**src/rtl/if_fetch_stage.sv**
```systemverilog
// Instruction-fetch stage.
// Owns the fetch PC and drives a request/grant/response instruction-memory
// port. Returned instructions land in a 2-entry queue whose head feeds the
// IF/ID register. Redirects from EX flush the queue and mark every request
// still in flight for discard. Credit-based issue (outstanding + queued <= 2)
// guarantees that every response finds space in the queue.
module if_fetch_stage #(
   parameter int unsigned          BUS_WIDTH  = 32,
   parameter int unsigned          DATA_WIDTH = 32,
   parameter logic [BUS_WIDTH-1:0] RESET_PC   = 32'h0000_0000
) (
   input  logic                  clk,
   input  logic                  rst,
   // redirect from EX
   input  logic                  jump_en,
   input  logic [BUS_WIDTH-1:0]  jump_addr,
   // instruction-memory port
   output logic                  imem_req,
   output logic [BUS_WIDTH-1:0]  imem_addr,
   input  logic                  imem_gnt,
   input  logic                  imem_rvalid,
   input  logic [DATA_WIDTH-1:0] imem_rdata,
   // IF/ID interface
   input  logic                  allow_in_id,
   output logic [BUS_WIDTH-1:0]  pc_if,
   output logic [DATA_WIDTH-1:0] instruction_if,
   output logic                  valid_if,
   output logic                  ready_go_if
);

   // ------------------------------------------------------------------
   // Helper functions
   // ------------------------------------------------------------------

   // Word-align an address by clearing its two low bits.
   function automatic logic [BUS_WIDTH-1:0] align_word(input logic [BUS_WIDTH-1:0] a);
      return a & ~BUS_WIDTH'(3);
   endfunction

   // Next sequential fetch address; wraps naturally at the top of the space.
   function automatic logic [BUS_WIDTH-1:0] next_pc(input logic [BUS_WIDTH-1:0] a);
      return a + BUS_WIDTH'(4);
   endfunction

   // Decrement of a 0..2 counter that saturates at zero.
   function automatic logic [1:0] sat_dec(input logic [1:0] v);
      return (v == 2'd0) ? 2'd0 : v - 2'd1;
   endfunction

   // Increment of a 0..2 counter that saturates at two.
   function automatic logic [1:0] sat_inc(input logic [1:0] v);
      return (v == 2'd2) ? 2'd2 : v + 2'd1;
   endfunction

   // ------------------------------------------------------------------
   // State
   // ------------------------------------------------------------------

   logic [BUS_WIDTH-1:0]  fetch_pc;
   logic [1:0]            outstanding;   // granted, not yet responded (incl. ones to drop)
   logic [1:0]            drop_cnt;      // oldest in-flight responses to discard
   logic [1:0]            q_count;       // live entries in the instruction queue

   // PC tags of in-flight requests, in grant order
   logic [BUS_WIDTH-1:0]  tag_pc_p0 [2];
   logic                  tag_wr_ptr;
   logic                  tag_rd_ptr;

   // Instruction queue (head = q_rd_ptr)
   logic [BUS_WIDTH-1:0]  q_pc_p1    [2];
   logic [DATA_WIDTH-1:0] q_instr_p1 [2];
   logic                  q_wr_ptr;
   logic                  q_rd_ptr;

   // ------------------------------------------------------------------
   // Combinational control
   // ------------------------------------------------------------------

   logic [2:0]            credit_used;
   logic                  grant;
   logic                  rsp_drop;
   logic                  rsp_push;
   logic                  q_pop;
   logic                  q_nonempty;
   logic [1:0]            outstanding_nxt;
   logic [1:0]            drop_cnt_nxt;
   logic [1:0]            q_count_nxt;

   // Request issue, handshake and response classification.
   always_comb begin
      credit_used = {1'b0, outstanding} + {1'b0, q_count};
      imem_req    = ~rst & ~jump_en & (credit_used < 3'd2);
      grant       = imem_req & imem_gnt;
      // a response is discarded if it was outstanding at a redirect, or if
      // it arrives in the redirect cycle itself
      rsp_drop    = imem_rvalid & ((drop_cnt != 2'd0) | jump_en);
      rsp_push    = imem_rvalid & ~rsp_drop;
      q_nonempty  = (q_count != 2'd0);
      q_pop       = valid_if & ready_go_if & allow_in_id;
   end

   // Next value of the outstanding-request counter.
   always_comb begin
      outstanding_nxt = outstanding;
      case ({grant, imem_rvalid})
         2'b10:   outstanding_nxt = sat_inc(outstanding);
         2'b01:   outstanding_nxt = sat_dec(outstanding);
         default: outstanding_nxt = outstanding;
      endcase
   end

   // Next value of the drop counter; a redirect recomputes it from the
   // requests that remain in flight once this cycle's response is consumed.
   always_comb begin
      drop_cnt_nxt = drop_cnt;
      if (jump_en) begin
         drop_cnt_nxt = imem_rvalid ? sat_dec(outstanding) : outstanding;
      end else if (rsp_drop) begin
         drop_cnt_nxt = sat_dec(drop_cnt);
      end
   end

   // Next value of the queue occupancy.
   always_comb begin
      q_count_nxt = q_count;
      if (jump_en) begin
         q_count_nxt = 2'd0;
      end else begin
         case ({rsp_push, q_pop})
            2'b10:   q_count_nxt = sat_inc(q_count);
            2'b01:   q_count_nxt = sat_dec(q_count);
            default: q_count_nxt = q_count;
         endcase
      end
   end

   // Outputs toward memory and the IF/ID register; head fields read as zero when empty.
   always_comb begin
      imem_addr      = fetch_pc;
      ready_go_if    = 1'b1;
      valid_if       = q_nonempty & ~jump_en;
      pc_if          = q_nonempty ? q_pc_p1[q_rd_ptr]    : '0;
      instruction_if = q_nonempty ? q_instr_p1[q_rd_ptr] : '0;
   end

   // ------------------------------------------------------------------
   // Sequential logic
   // ------------------------------------------------------------------

   // Control state: fetch PC, counters and FIFO pointers.
   always_ff @(posedge clk) begin
      if (rst) begin
         fetch_pc    <= RESET_PC;
         outstanding <= 2'd0;
         drop_cnt    <= 2'd0;
         q_count     <= 2'd0;
         tag_wr_ptr  <= 1'b0;
         tag_rd_ptr  <= 1'b0;
         q_wr_ptr    <= 1'b0;
         q_rd_ptr    <= 1'b0;
      end else begin
         if (jump_en) begin
            fetch_pc <= align_word(jump_addr);
         end else if (grant) begin
            fetch_pc <= next_pc(fetch_pc);
         end

         outstanding <= outstanding_nxt;
         drop_cnt    <= drop_cnt_nxt;
         q_count     <= q_count_nxt;

         if (grant) begin
            tag_wr_ptr <= ~tag_wr_ptr;
         end
         if (imem_rvalid) begin
            tag_rd_ptr <= ~tag_rd_ptr;
         end

         if (jump_en) begin
            q_wr_ptr <= 1'b0;
            q_rd_ptr <= 1'b0;
         end else begin
            if (rsp_push) begin
               q_wr_ptr <= ~q_wr_ptr;
            end
            if (q_pop) begin
               q_rd_ptr <= ~q_rd_ptr;
            end
         end
      end
   end

   // ---- request stage (p0): capture PC tag of each granted request ----
   always_ff @(posedge clk) begin
      if (grant) begin
         tag_pc_p0[tag_wr_ptr] <= fetch_pc;
      end
   end

   // ---- response stage (p1): store accepted instruction with its PC tag ----
   always_ff @(posedge clk) begin
      if (rsp_push) begin
         q_pc_p1[q_wr_ptr]    <= tag_pc_p0[tag_rd_ptr];
         q_instr_p1[q_wr_ptr] <= imem_rdata;
      end
   end

   // ------------------------------------------------------------------
   // Protocol assertions
   // ------------------------------------------------------------------

   // A response must correspond to a granted request.
   a_rsp_has_req: assert property (@(posedge clk) disable iff (rst)
      imem_rvalid |-> (outstanding != 2'd0));

   // In-flight requests plus queued instructions never exceed queue depth.
   a_credit_bound: assert property (@(posedge clk) disable iff (rst)
      credit_used <= 3'd2);

   // An accepted response always finds a free slot (or a slot freed this cycle).
   a_rsp_room: assert property (@(posedge clk) disable iff (rst)
      rsp_push |-> ((q_count < 2'd2) || q_pop));

   // The drop counter never exceeds the number of requests in flight.
   a_drop_bound: assert property (@(posedge clk) disable iff (rst)
      drop_cnt <= outstanding);

   // The reset PC has to be word-aligned.
   a_reset_pc_aligned: assert property (@(posedge clk)
      RESET_PC[1:0] == 2'b00);

endmodule

```
**config.mk**
```make
export PLATFORM = sky130hd
export DESIGN_NAME = if_fetch_stage
export DESIGN_NICKNAME = d
export VERILOG_FILES = /design/src/rtl/if_fetch_stage.sv
export SDC_FILE = /design/constraint.sdc
export NUM_CORES = 1
export LEC_CHECK = 0
export CAP_MARGIN = 30
export CELL_PAD_IN_SITES_DETAIL_PLACEMENT = 0
export CELL_PAD_IN_SITES_GLOBAL_PLACEMENT = 1
export CORE_ASPECT_RATIO = 0.6
export CORE_MARGIN = 10
export CORE_UTILIZATION = 35
export CTS_BUF_LIST = sky130_fd_sc_hd__clkbuf_8
export DETAILED_ROUTE_END_ITERATION = 10
export PLACE_DENSITY_LB_ADDON = 0.1
export SLEW_MARGIN = 20
export SYNTH_ARGS = -nofsm -noshare
export SYNTH_HDL_FRONTEND = slang
export SYNTH_SLANG_ARGS = --single-unit
export TNS_END_PERCENT = 10
```
**constraint.sdc**
```tcl
create_clock -name clk -period 5.6 [get_ports clk]
set_input_delay 1.12 -clock clk [delete_from_list [all_inputs] [get_ports clk]]
set_output_delay 1.12 -clock clk [all_outputs]
set_load 0.02 [all_outputs]
```
* Yosys cells after proc, flatten, opt, wreduce, memory -nomap -nowiden *
Memory sizes are Yosys's and may differ from the RTL's. A register that Yosys moved wholly into a read port is not among the register bits.
Cells that the tools add are included.

storage, ports and cells
  flip-flop bits (word level) = 42
  memory bits (writable) = 192
  input bits = 70
  output and inout bits = 99
  logic and storage cells = 75
  memories kept = 3

operators by class
  $add $sub $neg = 7
  $lt $le $gt $ge = 1
  equal/unequal tests = 6
  mux-type cells = 24
  bitwise operators = 15
  reductions and logical operators = 10

memory list
  memory      words  bits a word  rd ports  clocked after Yosys merged registers in  write ports  line  text
  q_instr_p1  2      32           1         1                                        1            71    logic [DATA_WIDTH-1:0] q_instr_p1 [2];
  q_pc_p1     2      32           1         1                                        1            70    logic [BUS_WIDTH-1:0] q_pc_p1 [2];
  tag_pc_p0   2      32           1         1                                        1            65    logic [BUS_WIDTH-1:0] tag_pc_p0 [2];

operators by type and width
  cell                                                                   number
  32-bit two-way mux                                                     4
  32-bit by 3-bit adder with 32-bit output, second input constant        1
  2-bit two-way mux                                                      8
  2-bit nonzero test                                                     6
  1-bit two-way mux                                                      10
  2-bit equality test, second input constant                             4
  2-bit case mux with 2 select lines                                     2
  1-bit AND                                                              7
  1-bit inverter                                                         7
  2-bit zero test                                                        3
  2-bit by 1-bit subtractor with 2-bit output, second input constant     3
  2-bit by 1-bit adder with 2-bit output, second input constant          2
  2-bit by 1-bit equality test with 1-bit output, second input constant  2
  2-bit by 2-bit adder with 3-bit output                                 1
  3-bit by 2-bit < comparator with 1-bit output, second input constant   1
  2-bit OR reduction                                                     1
  1-bit bitwise OR                                                       1

* Longest topological paths before layout *
Gate-level depths: netlist of run 1.

  word-level depth = 7
  gate-level depth with buffers = 10
  depth with buffers taken out = 10

* Least setup slack after synthesis of run 1 *
No wires, ideal clock.

  path kind = input-to-reg
  start point = input jump_en
  end point = memory q_instr_p1[0][0] (enable)
  library setup time = 0.482 ns
  arrival = 4.256 ns
  required time = 5.118 ns
  setup slack = 0.862 ns
  stages on the path = 4
  path buffers = 1
  cells stage by stage = clkbuf_1 -> nor2_1 -> nand3b_1 -> nor2_1

between the ends
  longest elaborated chain between the ends = 6

RTL lines
  element                                  line  text
  from (decl)                              15    input logic jump_en,
  1-bit bitwise OR                         96    rsp_drop = imem_rvalid & ((drop_cnt != 2'd0) | jump_en);
  1-bit AND                                96
  1-bit inverter                           97    rsp_push = imem_rvalid & ~rsp_drop;
  1-bit AND                                97
  1-bit two-way mux                        202   if (rsp_push) begin
  1-bit two-way mux (implied by the code)  204   q_instr_p1[q_wr_ptr] <= imem_rdata;
  to (decl)                                71

No other way between the ends.

* Worst setup path after layout of run 1 *
  start point = input jump_en
  end point = output imem_req

between the ends
  longest elaborated chain between the ends = 3

RTL lines
  element                  line  text
  1-bit inverter           92    imem_req = ~rst & ~jump_en & (credit_used < 3'd2);
  1-bit AND (2 in series)  92
  to (decl)                18    output logic imem_req,

No other way between the ends.

==> results of run 1 <==
==> Yosys cell counts, types with 5 or more instances <==
cell type | count | area, um2
edfxtp_1 | 184 | 5530
nor2_1 | 97 | 364
mux2i_1 | 62 | 621
dfxtp_1 | 42 | 841
clkbuf_1 | 32 | 120
mux2_2 | 30 | 338
nand2_1 | 22 | 82.6
a211oi_1 | 16 | 120
nand4_1 | 13 | 81.3
inv_1 | 12 | 45.0
nand3_1 | 12 | 60.1
or4_1 | 11 | 82.6
a311oi_1 | 10 | 87.6
and3_1 | 10 | 62.6
ha_1 | 9 | 113
nor4_1 | 7 | 43.8
o21ai_0 | 7 | 35.0
xnor2_1 | 7 | 61.3
a21oi_1 | 6 | 30.0
and4_1 | 6 | 52.6
nor2b_1 | 6 | 37.5
or3_1 | 6 | 37.5
buf_4 | 5 | 37.5
o211ai_1 | 5 | 37.5
o31ai_1 | 5 | 37.5
xor2_1 | 5 | 43.8
==> layer usage <==
| metal | up-vias | track usage, % | part of all wire [%] |
|---|---|---|---|
| met5 | - | 0 | 0 |
| met4 | 0 | 4.19 | 1.4 |
| li1 | 2888 | - | - |
| met1 | 2911 | 19.0 | 45 |
| met2 | 161 | 23.2 | 47 |
| met3 | 29 | 3.83 | 7.0 |
==> state kept, by name, summed over array words and instances, names as in the netlist, named ones only <==
signal / flops
tag_wr_ptr: 1
tag_rd_ptr: 1
q_rd_ptr: 1
tag_pc_p0: 60
q_pc_p1: 60
drop_cnt: 2
q_count: 2
q_wr_ptr: 1
outstanding: 2
q_instr_p1: 64
imem_addr: 30
==> cell families (layout without fill, tap and decap cells) <==
kind of cell	count (synthesis)	in the layout
fa+ha+maj	10	10
other cells	2	5
mux	92	92
buf+inv	56	253
flops	226	226
compound gates	69	69
simple gates	204	204
xor+xnor	12	12
==> through the flow <==
stage | total power, W | setup slack, ns
2_1_floorplan | 0.00216 | 0.862
5_1_grt | 0.00393 | 1.38
3_5_place_dp | 0.00236 | 1.52
3_3_place_gp | 0.00235 | 1.51
4_1_cts | 0.00382 | 1.46
6_report | 0.00376 | 1.54
==> area by class of cell <==
cell class	instances	area share, %
inverters	12	0.373
repair buffers	173	14.1
clock inverters	29	1.64
clock buffers	39	4.45
well taps	360	3.73
flip-flops and latches	226	52.8
multi-input cells	392	23.0
==> how the worst min path moves through the flow <==
stage                               endpoint  slack [ns]
floorplan           drop_cnt[1]$_SDFFE_PP0P_        0.48
global placement                    register        0.49
detailed placement  drop_cnt[1]$_SDFFE_PP0P_        0.50
CTS                 drop_cnt[1]$_SDFFE_PP0P_        0.52
global route                        register        0.55
finish                              register        0.52
==> power breakdown <==
group          switching (W)  internal (W)  total, W
Clock               0.000652      0.000787   0.00144
Combinational       0.000204      0.000175  0.000378
Sequential         0.0000520       0.00189   0.00194
Total               0.000908       0.00285   0.00376
==> tightest hold or removal path, cell delays in order (launching register included) <==
cell and delay (ns):
dfxtp_1 0.33, xnor2_1 0.08, nor2_1 0.08
==> metrics.cfg, run 1 <==
[outcome]
status=complete, no violations

[finish]
layout-drive-gt1-share_pct=11.4
layout.cells.most_common=edfxtp_1
final_util_pct=45.8
final_cell_mix=184 x edfxtp_1, 161 x clkdlybuf4s50_1, 94 x nor2_1, 62 x mux2i_1, 41 x dfxtp_1
multi_input_area_um2=2770
final_area_um2=12100
seqCellArea_um2=6370
instances_no_fill=1231
fill_cells=2396
area_delta_synth_final_pct=29.3
num_antenna_cells=0
nets=923

[timing]
setup_viol=0
hold_violations=0
worst_hold_slack_ns=0.520
rsz0062_at_grt=no
min_period_ns=4.06
setup_tns_ns=0
slew_viol_final=0
tightest_slew_ns=0.956
clock.fmax_mhz=246
clock_skew_ns=0.0159
period_share_pct=72.5
max-slew-margin-rel_pct=35.7

[critical_path]
setup.worst_path.start=jump_en
crit_buf_inv=2
critPathSlowestCell=clkdlybuf4s50_1
cp.required_ns=4.48
crit_type=in -> out
path_depth=4
timing.rr.start=outstanding[0]$_SDFFE_PP0P_
endpoint_kind=output pin
reg2reg_depth=6
arrival_ns=2.94
cp_top_family=buffers and inverters
cp_cell_sequence=clkdlybuf4s50_1, or2_2, nor3_1, clkdlybuf4s50_1
worstSetupEndpoint=imem_req
critPathLaunchType=input port
reg2reg_slack_ns=2.32
critPathMostFrequentCell=clkdlybuf4s50_1
reg2reg_to=tag_pc_p0[1][8]$_DFFE_PP_
cp_max_fo=8
crit_path_max_incr_delay_ns=0.65

[min_path]
hold_depth=2
min_from=tag_rd_ptr$_SDFFE_PP0P_
hold_class=reg -> reg

[global_routing]
gr-usage-all-layers_pct=14.5
grt_max_degree=63
antenna_found_initial=0
grt_pass1_vias=6380
overflow=0
grt_first_pass_wirelength_um=38100

[power]
ir_worst_vdd_uv=109
power_density_nw_per_um2=311
p_leak_nw=3.92

[clocking]
cts_tree=yes
hold_buffers=0
clk_path_buf_depth=3
cts_buffers=38
root_buffer=clkbuf_8
clkTransAtPathRegs_ns=0.06
ctsHtreeMaxLevel=2
worstSkewPairLatency_ns=0.53
cts_setup_buffers=0
ctsResizeCount=0
clkSinkCount=226

[yosys]
synth_cell_types=51
synth_top_family_by_area=simple AND/OR/NAND/NOR gates
synth_area_um2=9340
ys_async_sr_fraction_pct=0
synth_compound_area_share_pct=5.69
synth_seq_cells=226
synth_xor_area_share_pct=1.13
yosys.area_share.simple_pct=10.8
synth-edff-count=184
synthCells=671
synth_warnings=0
synthAdderAreaFrac_pct=1.42
muxShareOfSynthArea_pct=10.3
synth.avg_cell_area_um2=13.9
synth_ff_type=edfxtp_1
seq_area_frac_synth_pct=68.2

[placement]
dpl.hpwl_um=17100
io_buffers=161
dp.cells=1163
place_congestion=0.781
place_area_um2=11300

[die]
die_x_um=231
row_count=46
die_h_um=147
fp.dieArea_um2=33800
start_util_pct=35.4
ios=169
core_um2=26400

[flow_run]
drv_cap=0

[drt]
drt-initial-drc-count=428
viasPerCell=4.87
vias=5989
wl_per_cell_um=20.2
drcViolationCount=0
postRouteAntennaNets=0
wl_um=24900
first_pass_iters=5

No activity file was read; power rests on OpenSTA's default activity.
==> inputs of run 2 (changes only) <==
- clock period: 5.6 -> 4 ns (I/O delays scaled with it)
==> run 2 against run 1 <==
Net effect:
- largest power group unchanged
- highest routed layer unchanged
- critical path type is now reg -> out
- combinational power rose by 44%
- cell area rose by 0.45%
- non-clock buffer count rose by 6
==> metrics.cfg, run 2 (same netlist as run 1, synthesis figures left out) <==
[finish]
num_antenna_cells=0  ; unchanged
regMostFlops=q_instr_p1  ; unchanged
reg_top3=q_instr_p1 x64, q_pc_p1 x60, tag_pc_p0 x60  ; unchanged
instances_no_fill=1235  ; was 1,231
largest_register_ffs=64  ; unchanged
fill_cells=2440  ; was 2,396
nets=928  ; was 923
area_delta_synth_final_pct=29.8  ; was 29.3%
layout-drive-gt1-share_pct=12.2  ; was 11.4%
final_cell_mix=184 x edfxtp_1, 161 x clkdlybuf4s50_1, 94 x nor2_1, 62 x mux2i_1, 41 x dfxtp_1  ; unchanged
layout.cells.most_common=edfxtp_1  ; unchanged
final_area_um2=12100  ; about the same

[placement]
dp.cells=1169  ; was 1,163
dpl.hpwl_um=17200  ; was 17,100 um
place_area_um2=11500  ; was 11,300 um2
place_congestion=0.801  ; was 0.781
io_buffers=161  ; unchanged

[clocking]
worstSkewPairLatency_ns=0.54  ; was 0.53 ns
cts_tree=yes  ; unchanged
clkSinkCount=226  ; unchanged
hold_buffers=0  ; unchanged
ctsHtreeMaxLevel=2  ; unchanged
root_buffer=clkbuf_8  ; unchanged
cts_buffers=37  ; was 38
cts_setup_buffers=0  ; unchanged
clkTransAtPathRegs_ns=0.06  ; about the same
ctsResizeCount=0  ; unchanged
clk_path_buf_depth=3  ; unchanged

[power]
p_int_w=0.00383  ; was 0.00285 W
switchingPower_w=0.00131  ; was 0.000908 W
ir_worst_vdd_uv=150  ; was 109 uV
p_leak_nw=3.92  ; about the same
p_comb_share_pct=10.6  ; was 10.1%
pwr-share-clk_pct=36.7  ; was 38.3%
seqPwrFrac_pct=52.8  ; was 51.6%
switching_share_pct=25.5  ; was 24.2%
power_density_nw_per_um2=424  ; was 311 nW/um2

[min_path]
hold_class=reg -> reg  ; unchanged

[timing]
min_period_ns=3.41
clock.fmax_mhz=294
period_share_pct=85.2
rsz0062_at_grt=no  ; unchanged
slew_viol_final=0  ; unchanged
hold_violations=0  ; unchanged
setup_viol=0  ; unchanged
tightest_slew_ns=0.858  ; was 0.956 ns
clock_skew_ns=0.0196  ; was 0.0159 ns
max-slew-margin-rel_pct=42.8  ; was 35.7%

[global_routing]
antenna_found_initial=0  ; unchanged
overflow=0  ; unchanged
grt_max_degree=63  ; unchanged
grt_pass1_vias=6358  ; was 6,380
grt_first_pass_wirelength_um=38400  ; was 38,100 um
gr-usage-all-layers_pct=14.6  ; was 14.5%

[die]
die_x_um=231  ; unchanged
ios=169  ; unchanged
fp.dieArea_um2=33800  ; unchanged
row_count=46  ; unchanged
die_h_um=147  ; unchanged
core_um2=26400  ; unchanged
start_util_pct=35.4  ; unchanged

[critical_path]
crit_path_max_incr_delay_ns=0.90  ; was 0.65 ns
arrival_ns=2.61  ; was 2.94 ns
critPathSlowestCell=dfxtp_4  ; was clkdlybuf4s50_1
critPathLaunchType=register  ; was input port
crit_type=reg -> out  ; was in -> out
cp_max_fo=42  ; was 8
crit_buf_inv=2  ; unchanged
endpoint_kind=output pin  ; unchanged
cp_top_family=flip-flops  ; was buffers and inverters
cp.required_ns=3.20  ; was 4.48 ns
cp_cell_sequence=buf_12, mux2i_1, nor2_1, clkdlybuf4s50_1  ; was clkdlybuf4s50_1, or2_2, nor3_1, clkdlybuf4s50_1

[outcome]
status=complete, no violations  ; unchanged

[drt]
drcViolationCount=0  ; unchanged
wl_um=25100  ; was 24,900 um
vias=6144  ; was 5,989
first_pass_iters=5  ; unchanged
drt-initial-drc-count=388  ; was 428
postRouteAntennaNets=0  ; unchanged
viasPerCell=4.97  ; was 4.87
wl_per_cell_um=20.3  ; was 20.2 um

[flow_run]
drv_cap=0  ; unchanged

==> run 2: metrics by stage <==
step	TNS (ns)	power (W)	hold WS (ns)	setup slack (ns)	utilization [%]
after CTS	0	0.00522	0.520	0.494	46.0
final	0	0.00514	0.513	0.593	46.0
after floorplan	-51.83	0.00302	0.480	-0.418	-
after global placement	0	0.00330	0.491	0.698	43.5
after global routing	0	0.00537	0.559	0.440	46.0
after detailed placement	0	0.00331	0.504	0.737	43.5
==> run 2: per-layer routing <==
metal | part of all wire, % | track usage, %
met5 | 0 | 0
met4 | 1.9 | 4.45
met3 | 6.7 | 4.26
met2 | 45 | 22.3
met1 | 46 | 19.6
==> run 2: worst min-delay path: stages, from the launching register on <==
cell and delay (ns):
dfxtp_1 0.32, xnor2_1 0.08, nor2_1 0.07
==> run 2: final cells by class <==
type,count,area (um2),share of cell area (%)
Sequential cell,226,6370,52.5
Inverter,12,45.0,0.371
Multi-Input combinational cell,392,2770,22.9
Tap cell,360,450,3.71
Clock inverter,29,159,1.31
Timing Repair Buffer,179,1820,15.0
Clock buffer,37,509,4.20
==> run 2: path summary, 6_finish.rpt <==
check | slack [ns] | end | cells past startpoint | from
setup / recovery | 0.59 | instruction_if[16] | 4 | register
hold / removal | 0.51 | tag_rd_ptr$_SDFFE_PP0P_ | 2 | tag_rd_ptr$_SDFFE_PP0P_
setup reg to reg | 0.97 | imem_addr[19]$_SDFFE_PP0P_ | 7 | outstanding[0]$_SDFFE_PP0P_
hold reg to reg | 0.51 | tag_rd_ptr$_SDFFE_PP0P_ | 2 | tag_rd_ptr$_SDFFE_PP0P_
==> run 2: power groups by stage <==
stage / combinational (W) / clock, W / sequential (W)
finish: 0.000543 / 0.00188 / 0.00271
global route: 0.000589 / 0.00206 / 0.00272
CTS: 0.000553 / 0.00195 / 0.00271
detailed placement: 0.000548 / 0 / 0.00276
global placement: 0.000540 / 0 / 0.00276
floorplan: 0.000258 / 0 / 0.00276
==> inputs of run 3 (changes only) <==
- CORE_UTILIZATION: 35 -> 39
- CTS_CLUSTER_SIZE: not set -> 12
==> run 3 against run 2 <==
Net effect:
- count of clock-buffer cells in the layout fell by 1
- wire length decreased by 2.0%
- combinational power barely moved
- final cell count is 4.0% lower
- via count rose by 0.11%
- flip-flop and latch count is the same
- sequential share of layout area is 0.58 points higher
- non-clock buffer count unchanged
- critical path type is now in -> out
- largest cell class unchanged
- largest power group unchanged
==> metrics.cfg, run 3 (same netlist as run 1, synthesis figures left out) <==
[outcome]
status=complete, no violations  ; unchanged

[critical_path]
arrival_ns=2.49  ; was 2.61 ns
endpoint_kind=output pin  ; unchanged
crit_type=in -> out  ; was reg -> out
critPathSlowestCell=clkdlybuf4s50_1  ; was dfxtp_4
cp.required_ns=3.20  ; about the same
cp_top_family=buffers and inverters  ; was flip-flops
crit_buf_inv=2  ; unchanged
cp_max_fo=8  ; was 42
cp_cell_sequence=clkdlybuf4s50_1, or2_2, nor3_1, clkdlybuf4s50_1  ; was buf_12, mux2i_1, nor2_1, clkdlybuf4s50_1
critPathLaunchType=input port  ; was register
critPathMostFrequentCell=clkdlybuf4s50_1
crit_path_max_incr_delay_ns=0.65  ; was 0.90 ns

[global_routing]
gr-usage-all-layers_pct=15.9  ; was 14.6%
grt_max_degree=40  ; was 63
grt_first_pass_wirelength_um=38100  ; was 38,400 um
overflow=0  ; unchanged
antenna_found_initial=0  ; unchanged
grt_pass1_vias=6494  ; was 6,358

[min_path]
hold_class=reg -> reg  ; unchanged

[clocking]
clkTransAtPathRegs_ns=0.06  ; about the same
ctsResizeCount=0  ; unchanged
ctsHtreeMaxLevel=2  ; unchanged
clk_path_buf_depth=3  ; unchanged
root_buffer=clkbuf_8  ; unchanged
hold_buffers=0  ; unchanged
cts_setup_buffers=0  ; unchanged
cts_buffers=36  ; was 37
worstSkewPairLatency_ns=0.53  ; was 0.54 ns
clkSinkCount=226  ; unchanged
cts_tree=yes  ; unchanged

[placement]
dp.cells=1124  ; was 1,169
io_buffers=161  ; unchanged
dpl.hpwl_um=17000  ; was 17,200 um
place_congestion=0.816  ; was 0.801

[timing]
setup_viol=0  ; unchanged
tightest_slew_ns=0.703  ; was 0.858 ns
slew_viol_final=0  ; unchanged
clock.fmax_mhz=304  ; was 294 MHz
min_period_ns=3.29  ; was 3.41 ns
clock_skew_ns=0.0205  ; was 0.0196 ns
period_share_pct=82.4  ; was 85.2%
hold_violations=0  ; unchanged
max-slew-margin-rel_pct=53.1  ; was 42.8%
rsz0062_at_grt=no  ; unchanged
setup_tns_ns=0  ; unchanged

[die]
ios=169  ; unchanged
die_x_um=220  ; was 231 um
row_count=43  ; was 46
die_h_um=140  ; was 147 um
fp.dieArea_um2=30700  ; was 33,800 um2
start_util_pct=40.0  ; was 35.4%
core_um2=23300  ; was 26,400 um2

[drt]
drcViolationCount=0  ; unchanged
viasPerCell=5.19  ; was 4.97
first_pass_iters=5  ; unchanged
wl_per_cell_um=20.8  ; was 20.3 um
drt-initial-drc-count=434  ; was 388
vias=6151  ; was 6,144
postRouteAntennaNets=0  ; unchanged
wl_um=24600  ; was 25,100 um

[power]
ir_worst_vdd_uv=190  ; was 150 uV
power_density_nw_per_um2=415  ; was 424 nW/um2
p_leak_nw=3.90  ; was 3.92 nW

[finish]
layout-drive-gt1-share_pct=11.1  ; was 12.2%
nets=927  ; was 928
final_util_pct=51.4  ; was 46.0%
largest_register_ffs=64  ; unchanged
layout.cells.most_common=edfxtp_1  ; unchanged
final_cell_mix=184 x edfxtp_1, 161 x clkdlybuf4s50_1, 94 x nor2_1, 62 x mux2i_1, 41 x dfxtp_1  ; unchanged
num_antenna_cells=0  ; unchanged
regMostFlops=q_instr_p1  ; unchanged
reg_top3=q_instr_p1 x64, q_pc_p1 x60, tag_pc_p0 x60  ; unchanged
instances_no_fill=1186  ; was 1,235
area_delta_synth_final_pct=28.4  ; was 29.8%
fill_cells=2050  ; was 2,440

[flow_run]
drv_cap=0  ; unchanged

run 3: cell types whose count changed in the layout (fill, tap and decap cells not counted), sizes merged:
| cell | change |
|---|---|
| clkinv | -7 |
| clkbuf | -1 |
| inv | +6 |
| bufinv | -1 |
| clkinvlp | -1 |
run 3: routing by layer:
metal / part of all wire (%) / up-vias / track usage (%)
li1: - / 2898 / -
met1: 46 / 3050 / 21.2
met2: 46 / 172 / 24.9
met3: 6.7 / 31 / 4.39
met4: 1.4 / 0 / 4.41
met5: 0 / - / 0
run 3: worst min-delay path: cells and delay by family, from the launching register on:
family / cells / cell delay (ns)
simple gates: 1 / 0.07
flops: 1 / 0.32
xor+xnor: 1 / 0.08
run 3: report_power, final:
group / total, W / internal, W / switching, W
registers: 0.00271 / 0.00264 / 0.0000737
clock network: 0.00172 / 0.000839 / 0.000882
logic: 0.000543 / 0.000252 / 0.000290
total: 0.00498 / 0.00373 / 0.00125
run 3: path summary, 6_finish.rpt:
| kind | endpoint | from | depth (start not counted) | slack (ns) |
|---|---|---|---|---|
| max reg2reg | imem_addr[21]$_SDFFE_PP0P_ | q_count[0]$_SDFFE_PP0P_ | 7 | 0.94 |
| min reg2reg | tag_rd_ptr$_SDFFE_PP0P_ | tag_rd_ptr$_SDFFE_PP0P_ | 2 | 0.51 |
| min | tag_rd_ptr$_SDFFE_PP0P_ | tag_rd_ptr$_SDFFE_PP0P_ | 2 | 0.51 |
| max | imem_req | jump_en | 4 | 0.71 |
run 3: final cells by class:
type	count	area (um2)	area share (%)
Sequential cell	226	6370	53.1
Clock buffer	36	495	4.13
Multi-Input combinational cell	392	2770	23.1
Clock inverter	26	109	0.907
Tap cell	315	394	3.29
Inverter	12	45.0	0.376
Timing Repair Buffer	179	1810	15.1
run 3: metrics by stage:
stage / total power, W / setup WS (ns) / hold WS (ns) / instance area, um2
detailed placement: 0.00331 / 0.673 / 0.501 / 11400
CTS: 0.00506 / 0.651 / 0.520 / 12000
finish: 0.00498 / 0.706 / 0.512 / 12000
global route: 0.00520 / 0.562 / 0.545 / 12000
global placement: 0.00330 / 0.707 / 0.490 / 11400
floorplan: 0.00302 / -0.418 / 0.480 / 9350
